`config.mk`:
```
export PLATFORM = sky130hd
export DESIGN_NAME = subleq_ctrl_flat
export DESIGN_NICKNAME = d
export VERILOG_FILES = /design/src/rtl/subleq_ctrl_if.sv /design/src/rtl/subleq_ctrl.sv /design/src/flat_wrapper.sv
export SDC_FILE = /design/constraint.sdc
export NUM_CORES = 1
export LEC_CHECK = 0
export CELL_PAD_IN_SITES_DETAIL_PLACEMENT = 1
export CELL_PAD_IN_SITES_GLOBAL_PLACEMENT = 2
export CORE_MARGIN = 2
export CORE_UTILIZATION = 29
export CTS_BUF_LIST = sky130_fd_sc_hd__clkbuf_2
export DETAILED_ROUTE_END_ITERATION = 8
export PLACE_DENSITY = 0.85
export SYNTH_ARGS = -nofsm -noshare
export SYNTH_HDL_FRONTEND = slang
export SYNTH_SLANG_ARGS = --single-unit
export TNS_END_PERCENT = 1
```
`constraint.sdc`:
```
create_clock -name clk -period 2.2 [get_ports clk]
set_clock_uncertainty 0.15 [all_clocks]
set_input_delay 0.22 -clock clk [delete_from_list [all_inputs] [get_ports clk]]
set_output_delay 0.22 -clock clk [all_outputs]
set_load 0.1 [all_outputs]
```
`src/rtl/subleq_ctrl_if.sv`:
```
// Memory-port and ALU signals between the Subleq sequencer (master) and its
// synchronous single-port memory plus combinational ALU (slave).
interface subleq_ctrl_if #(
   parameter int P_DATA = 8,
   parameter int P_ADDR = 8
);
   logic [P_ADDR-1:0] mem_addr;
   logic [P_DATA-1:0] mem_rdata;
   logic [P_DATA-1:0] mem_wdata;
   logic              mem_we;
   logic [P_DATA-1:0] alu_a;
   logic [P_DATA-1:0] alu_b;
   logic [P_DATA-1:0] alu_r;
   logic              alu_z;

   modport master (
      output mem_addr, mem_wdata, mem_we, alu_a, alu_b,
      input  mem_rdata, alu_r, alu_z
   );

   modport slave (
      input  mem_addr, mem_wdata, mem_we, alu_a, alu_b,
      output mem_rdata, alu_r, alu_z
   );
endinterface

```
`src/rtl/subleq_ctrl.sv`:
```
// Subleq instruction sequencer: fetch A,B,C, read mem[A]/mem[B], write mem[B]-mem[A], branch.
// Optional macro SUBLEQ_INSTRET_EN adds a 32-bit retired-instruction counter output.
module subleq_ctrl #(
   parameter int P_DATA = 8,
   parameter int P_ADDR = 8
) (
   input  logic              clk,
   input  logic              rst,
   input  logic              run,
   subleq_ctrl_if.master     bus,
   output logic [P_ADDR-1:0] pc,
   output logic              halt
`ifdef SUBLEQ_INSTRET_EN
   ,
   output logic [31:0]       instret
`endif
);

   localparam logic [2:0] S_FA   = 3'd0;
   localparam logic [2:0] S_FB   = 3'd1;
   localparam logic [2:0] S_FC   = 3'd2;
   localparam logic [2:0] S_RA   = 3'd3;
   localparam logic [2:0] S_RB   = 3'd4;
   localparam logic [2:0] S_EX   = 3'd5;
   localparam logic [2:0] S_WB   = 3'd6;
   localparam logic [2:0] S_HALT = 3'd7;

   logic [2:0]        state_q, state_d;
   logic [P_ADDR-1:0] pc_q, pc_d;
   logic [P_DATA-1:0] ra_q, ra_d;
   logic [P_DATA-1:0] rb_q, rb_d;
   logic [P_DATA-1:0] rc_q, rc_d;
   logic [P_DATA-1:0] opa_q, opa_d;
   logic [P_DATA-1:0] opb_q, opb_d;
   logic              halt_q, halt_d;
`ifdef SUBLEQ_INSTRET_EN
   logic [31:0]       instret_q, instret_d;
`endif

   // Each fetch state captures the word addressed in the previous cycle.
   always_comb begin
      state_d = state_q;
      pc_d    = pc_q;
      ra_d    = ra_q;
      rb_d    = rb_q;
      rc_d    = rc_q;
      opa_d   = opa_q;
      opb_d   = opb_q;
      halt_d  = halt_q;
      case (state_q)
         S_FA: if (run) state_d = S_FB;
         S_FB: begin ra_d  = bus.mem_rdata; state_d = S_FC; end
         S_FC: begin rb_d  = bus.mem_rdata; state_d = S_RA; end
         S_RA: begin rc_d  = bus.mem_rdata; state_d = S_RB; end
         S_RB: begin opa_d = bus.mem_rdata; state_d = S_EX; end
         S_EX: begin opb_d = bus.mem_rdata; state_d = S_WB; end
         S_WB: begin
            pc_d = bus.alu_z ? rc_q[P_ADDR-1:0] : pc_q + P_ADDR'(3);
            if (bus.alu_z && (&rc_q)) begin
               state_d = S_HALT;
               halt_d  = 1'b1;
            end else begin
               state_d = S_FA;
            end
         end
         default: ;
      endcase
   end

`ifdef SUBLEQ_INSTRET_EN
   always_comb begin
      instret_d = instret_q;
      if (state_q == S_WB) instret_d = instret_q + 32'd1;
   end
`endif

   always_ff @(posedge clk) begin
      if (rst) begin
         state_q   <= S_FA;
         pc_q      <= '0;
         ra_q      <= '0;
         rb_q      <= '0;
         rc_q      <= '0;
         opa_q     <= '0;
         opb_q     <= '0;
         halt_q    <= 1'b0;
`ifdef SUBLEQ_INSTRET_EN
         instret_q <= '0;
`endif
      end else begin
         state_q   <= state_d;
         pc_q      <= pc_d;
         ra_q      <= ra_d;
         rb_q      <= rb_d;
         rc_q      <= rc_d;
         opa_q     <= opa_d;
         opb_q     <= opb_d;
         halt_q    <= halt_d;
`ifdef SUBLEQ_INSTRET_EN
         instret_q <= instret_d;
`endif
      end
   end

   // Write enable is gated by rst so a reset landing in WB never corrupts memory.
   always_comb begin
      bus.mem_addr  = pc_q;
      bus.mem_we    = 1'b0;
      bus.mem_wdata = '0;
      case (state_q)
         S_FB:       bus.mem_addr = pc_q + P_ADDR'(1);
         S_FC:       bus.mem_addr = pc_q + P_ADDR'(2);
         S_RA:       bus.mem_addr = ra_q[P_ADDR-1:0];
         S_RB, S_EX: bus.mem_addr = rb_q[P_ADDR-1:0];
         S_WB: begin
            bus.mem_addr  = rb_q[P_ADDR-1:0];
            bus.mem_we    = ~rst;
            bus.mem_wdata = bus.alu_r;
         end
         default: ;
      endcase
   end

   assign bus.alu_a = opb_q;
   assign bus.alu_b = opa_q;
   assign pc        = pc_q;
   assign halt      = halt_q;
`ifdef SUBLEQ_INSTRET_EN
   assign instret   = instret_q;
`endif

endmodule

```
`src/flat_wrapper.sv`:
```
// flat-port wrapper written by rule: the top's interface ports become plain ports
module subleq_ctrl_flat 
#(
   parameter int P_DATA = 8,
   parameter int P_ADDR = 8
)
  (clk, rst, run, pc, halt, bus_mem_addr, bus_mem_wdata, bus_mem_we, bus_alu_a, bus_alu_b, bus_mem_rdata, bus_alu_r, bus_alu_z);
  subleq_ctrl_if #(.P_DATA(P_DATA), .P_ADDR(P_ADDR)) bus_i ();
  input  logic clk;
  input  logic rst;
  input  logic run;
  output logic [P_ADDR-1:0] pc;
  output logic halt;
  output wire logic [$bits(bus_i.mem_addr)-1:0] bus_mem_addr;
  output wire logic [$bits(bus_i.mem_wdata)-1:0] bus_mem_wdata;
  output wire logic [$bits(bus_i.mem_we)-1:0] bus_mem_we;
  output wire logic [$bits(bus_i.alu_a)-1:0] bus_alu_a;
  output wire logic [$bits(bus_i.alu_b)-1:0] bus_alu_b;
  input wire logic [$bits(bus_i.mem_rdata)-1:0] bus_mem_rdata;
  input wire logic [$bits(bus_i.alu_r)-1:0] bus_alu_r;
  input wire logic [$bits(bus_i.alu_z)-1:0] bus_alu_z;
  assign bus_mem_addr = bus_i.mem_addr;
  assign bus_mem_wdata = bus_i.mem_wdata;
  assign bus_mem_we = bus_i.mem_we;
  assign bus_alu_a = bus_i.alu_a;
  assign bus_alu_b = bus_i.alu_b;
  assign bus_i.mem_rdata = bus_mem_rdata;
  assign bus_i.alu_r = bus_alu_r;
  assign bus_i.alu_z = bus_alu_z;
  subleq_ctrl #(.P_DATA(P_DATA), .P_ADDR(P_ADDR)) u_core (.clk(clk), .rst(rst), .run(run), .bus(bus_i), .pc(pc), .halt(halt));
endmodule
```
=== Word level (Yosys, flattened, before mapping) ===
Cells that the tools add are included.
W data, S select, Z words.

* Register bits: 52
* Input bits: 20
* Word-level logic and storage cells: 33

* Add/sub/neg operators: 3
* Equality and inequality tests: 7
* Muxes and demuxes: 7
* Bitwise operators: 1
* Reduce and logical (&&, ||, !) cells: 7

{| class="wikitable"
|+ Operator list
! operator !! count
|-
| $pmux W8 S4 || 1
|-
| $pmux W3 S7 || 1
|-
| $add A8 B2 Y8 const B || 2
|-
| $mux W8 || 2
|-
| $eq A3 B3 Y1 const B || 3
|-
| $add A8 B1 Y8 const B || 1
|-
| $reduce_and A8 Y1 || 1
|-
| $reduce_bool A7 Y1 || 1
|-
| $eq A3 B2 Y1 const B || 2
|-
| $mux W3 || 2
|-
| $reduce_and A2 Y1 || 2
|-
| $eq A3 B1 Y1 const B || 1
|-
| $logic_not A3 Y1 || 1
|-
| $reduce_or A3 Y1 || 1
|-
| $ne A2 B2 Y1 const B || 1
|-
| $logic_and A1 B1 Y1 || 1
|-
| $mux W1 || 1
|-
| $not A1 Y1 || 1
|}

=== Logic depth before layout (Yosys ltp) ===
* Depth in word-level cells: 4
* Depth in mapped cells: 7
* Gate-level depth less buffers: 6

=== Worst setup path before layout ===
No wires, ideal clock.

* Kind: reg-to-output
* From: register u_core.pc_q[4] (netlist: u_core.pc[4])
* To: output port bus_mem_addr[6]
* Data arrival time: 5057 ps
* Data required time: 1830 ps
* Path slack: -3227 ps
* Stages on the path, launching flop included: 6
* Path through: dfxtp_1 -> buf_2 -> nand2_1 -> nor2_1 -> xnor2_1 -> o311ai_0

* Cells in the longest elaborated chain, start to end: 2
* Elaborated cells between the ends (all ways): 3
* Those cells by class: add/sub: 2; mux: 1

{| class="wikitable"
|+ RTL lines
! what !! line !! RTL
|-
| start: declaration || subleq_ctrl.sv:29 || <nowiki>logic [P_ADDR-1:0] pc_q, pc_d;</nowiki>
|-
| start signal: assignment || subleq_ctrl.sv:92 || <nowiki>pc_q <= pc_d;</nowiki>
|-
| $add A8 B2 Y8 or $add A8 B1 Y8 (tied branches) || subleq_ctrl.sv:112, subleq_ctrl.sv:111 ||
|-
| $pmux W8 S4 * || subleq_ctrl.sv:110 || <nowiki>case (state_q)</nowiki>
|-
| end: declaration || flat_wrapper.sv:14 || <nowiki>output wire logic [$bits(bus_i.mem_addr)-1:0] bus_mem_addr;</nowiki>
|}

Every way passes the cells marked *; elsewhere a longest branch is shown, timed or not.

=== Worst setup path after layout ===
* From: register u_core.state_q[2]
* To: output port bus_mem_addr[5]

* Cells in the longest elaborated chain, start to end: 3
* Elaborated cells between the ends (all ways): 8
* Those cells by class: eq/ne: 6; mux: 1; reduce/logical: 1

{| class="wikitable"
|+ RTL lines
! what !! line !! RTL
|-
| start: declaration || subleq_ctrl.sv:28 || <nowiki>logic [2:0] state_q, state_d;</nowiki>
|-
| start signal: assignment || subleq_ctrl.sv:91 || <nowiki>state_q <= state_d;</nowiki>
|-
| $eq A3 B3 Y1 || subleq_ctrl.sv:110 ||
|-
| $reduce_or A3 Y1 (no line) || n/a ||
|-
| $pmux W8 S4 * || subleq_ctrl.sv:110 ||
|}

Marked as above.

==> flow_summary.json <==
{
  "grt_pass1_vias": 2906,
  "p_clk_share_pct": 25.2,
  "grt-ovfl-total": 0,
  "startpoint_type": "flop",
  "wl_per_cell_um": 18.63,
  "path_common_cell": "buf_4",
  "drc_errors": 0,
  "dieArea_mm2": 0.01024,
  "netSwitchingFraction_pct": 33.75,
  "antenna_found_initial": 0,
  "required_ns": 1.83,
  "grt_use_total_pct": 19.99,
  "fin_area_mm2": 0.004076,
  "crit_buf_inv": 3,
  "synth-edff-count": 0,
  "fin_crit_ns": 2.439,
  "areaGrowthSynthToFinish_pct": 48.77,
  "ios": 62,
  "start_util_pct": 29.80,
  "cts_tree": "done",
  "coreArea_mm2": 0.009196,
  "num-fill-cells": 1083,
  "drive_gt1_share_pct": 30.84,
  "rows": 35,
  "first_iter_violations": 88,
  "ant_nets": 0,
  "dp_hpwl_um": 7399,
  "gp_congestion": 0.8576,
  "syn_area_per_cell_um2": 7.829,
  "whs_ns": 0.2727,
  "synth_area_mm2": 0.002740,
  "layout_setup_ws_ns": -0.2390,
  "synth.yosys.warnings": 0,
  "hold_viol_final": 0,
  "synth.distinct_cells": 54,
  "num_vias": 2876,
  "ys_seq_elements": 52,
  "routed_via_density": 5.336,
  "layout_common_cells": "58 x nand2_1, 54 x buf_4, 45 x dfxtp_1, 35 x a21oi_1, 32 x nor2_1",
  "clk_path_buf_depth": 2,
  "end_kind": "primary output",
  "tightestPinTransition_ns": 0.5332,
  "syn_nets": 374,
  "power_frac_comb_pct": 27.9,
  "grt_max_degree": 39,
  "regArea_mm2": 0.001062,
  "power.leakage_nw": 1.581,
  "fin_crit_sh_pct": 110.9,
  "die_w_um": 101.2,
  "p_int_mw": 1.416,
  "violations": "negative setup slack",
  "crit_arrival_ns": 2.07,
  "die_y_um": 101.2,
  "ys.flop_type": "dfxtp_1",
  "seqPwrFrac_pct": 47.0,
  "setup_viol": 7,
  "final_common_cell": "nand2_1",
  "path_class": "flop to primary output",
  "crit_chain": "buf_4, nor3b_4, buf_4, a21oi_2, o311ai_2, buf_12",
  "powerDensity_mw_per_mm2": 524.2,
  "multi_input_area_mm2": 0.001694,
  "p_total_mw": 2.137,
  "ir_worst_vdd_v": 0.0002923,
  "ctsRootBufferMaster": "clkbuf_2",
  "max_stage_delay_ns": 0.44,
  "cts.sinks": 52,
  "path_max_fanout": 7,
  "crit_family": "buffers and inverters",
  "max_clock_freq_mhz": 410.0,
  "rsz0062_at_grt": "true",
  "finalNetCount": 451,
  "diodes": 0,
  "synthArstFlopShare_pct": 0,
  "htreeDepth": 2,
  "placed_area_mm2": 0.003729,
  "outcome": "finished with violations",
  "ys_seq_area_share_pct": 37.99,
  "slowest_stage": "dfxtp_4",
  "firstDrtPassIters": 4,
  "hold_path.class": "input port to flop",
  "synth_cells": 350,
  "power.switching_mw": 0.7212,
  "clkTransAtPathRegs_ns": 0.29,
  "grt_pass1_wl_um": 15830,
  "relSlewSlack_pct": 64.18,
  "final_max_slew_viol_count": 0,
  "cts_buffers": 5,
  "maxCapViolCount": 0,
  "post-route-util_pct": 44.33,
  "drt_wl_total_um": 10040,
  "portBuffers": 61,
  "insertion_delay_ns": 0.45,
  "setup_tns_ns": -1.374
}
## timing repair
action	in CTS	in global routing
hold buffers	1	0
endpoints found under the setup margin	16	16
setup buffers	8	3
gates resized for setup	31	18
hold endpoints to repair	9	0
pin swaps	10	14
## final timing paths
kind	startpoint	to	slack (ns)	cells past startpoint
max	u_core.state_q[2]$_SDFFE_PP0P_	bus_mem_addr[5]	-0.24	6
min reg2reg	u_core.ra_q[3]$_SDFFE_PP0P_	u_core.ra_q[3]$_SDFFE_PP0P_	0.33	2
max reg2reg	u_core.state_q[1]$_SDFFE_PP0P_	u_core.bus.alu_b[3]$_SDFFE_PP0P_	0.32	6
min	bus_mem_rdata[7]	u_core.bus.alu_b[7]$_SDFFE_PP0P_	0.27	3
## metal layers
| layer | up-vias | global-route usage, % | part of all wire, % |
|---|---|---|---|
| li1 | 1380 | - | - |
| met1 | 1427 | 27.87 | 46 |
| met2 | 50 | 32.71 | 50 |
| met3 | 19 | 2.346 | 2.4 |
| met4 | 0 | 5.613 | 2.3 |
| met5 | - | 0 | 0 |
## kinds of logic after synthesis
group | share of synthesized area, %
and+or+nand+nor | 22.42
AOI/OAI and AO/OA | 23.06
DFF | 37.99
buffers and inverters | 6.712
muxes | 7.032
adders and majority gates | 1.827
xor gates and xnor gates | 0.9591
## sequential cells by signal (all words and copies together), names as in the netlist
name,cells
u_core.bus.alu_a,8
u_core.bus.alu_b,8
u_core.pc,8
u_core.ra_q,8
u_core.rb_q,8
u_core.rc_q,8
u_core.state_q,3
u_core.halt,1
## power by group through the flow
stage | Sequential [mW] | Combinational, mW | Clock, mW
after floorplan | 1.03 | 0.302 | 0
after global placement | 1.02 | 0.520 | 0
after detailed placement | 1.02 | 0.525 | 0
after CTS | 1.00 | 0.557 | 0.554
after global routing | 1.01 | 0.634 | 0.585
final | 1.00 | 0.595 | 0.538
## stage by stage
step	worst slack, ns	instances
floorplan	-1.574	350
detailed placement	0.1037	519
global placement	0.1268	519
finish	-0.2390	539
CTS	-0.2359	536
global route	-0.3141	539
## area by class of cell
type                       count  share of cell area [%]
sequential                    52                   26.06
clock inverter                 3                   1.136
multi-input combinational    258                   41.56
timing repair buffer         100                   26.18
clock buffer                   5                  0.6139
tap                          111                   3.407
inverter                      10                   1.044
## synthesized netlist by cell type (3+ instances only)
library cell,instances,area (um2)
a211oi_1,4,30.03
a21oi_1,38,190.2
a22oi_1,7,52.55
a311oi_1,3,26.28
a31oi_1,3,18.77
and2_1,8,50.05
and3_1,3,18.77
and3b_1,3,26.28
buf_2,14,70.07
clkbuf_1,12,45.04
dfxtp_1,52,1041
ha_1,4,50.05
inv_1,9,33.78
mux2i_1,17,170.2
nand2_1,59,221.5
nand2b_1,4,25.02
nand3_1,7,35.03
nand4_1,4,25.02
nor2_1,32,120.1
o21ai_0,19,95.09
o22ai_1,3,18.77
## worst register-to-register path: stages, from the launching register on
cell      delay (ns)
dfxtp_4         0.44
buf_4           0.14
nand2b_1        0.23
buf_4           0.21
nor2_1          0.42
nand2_1         0.11
a21oi_1         0.14
(Power assumes the default switching activity.)
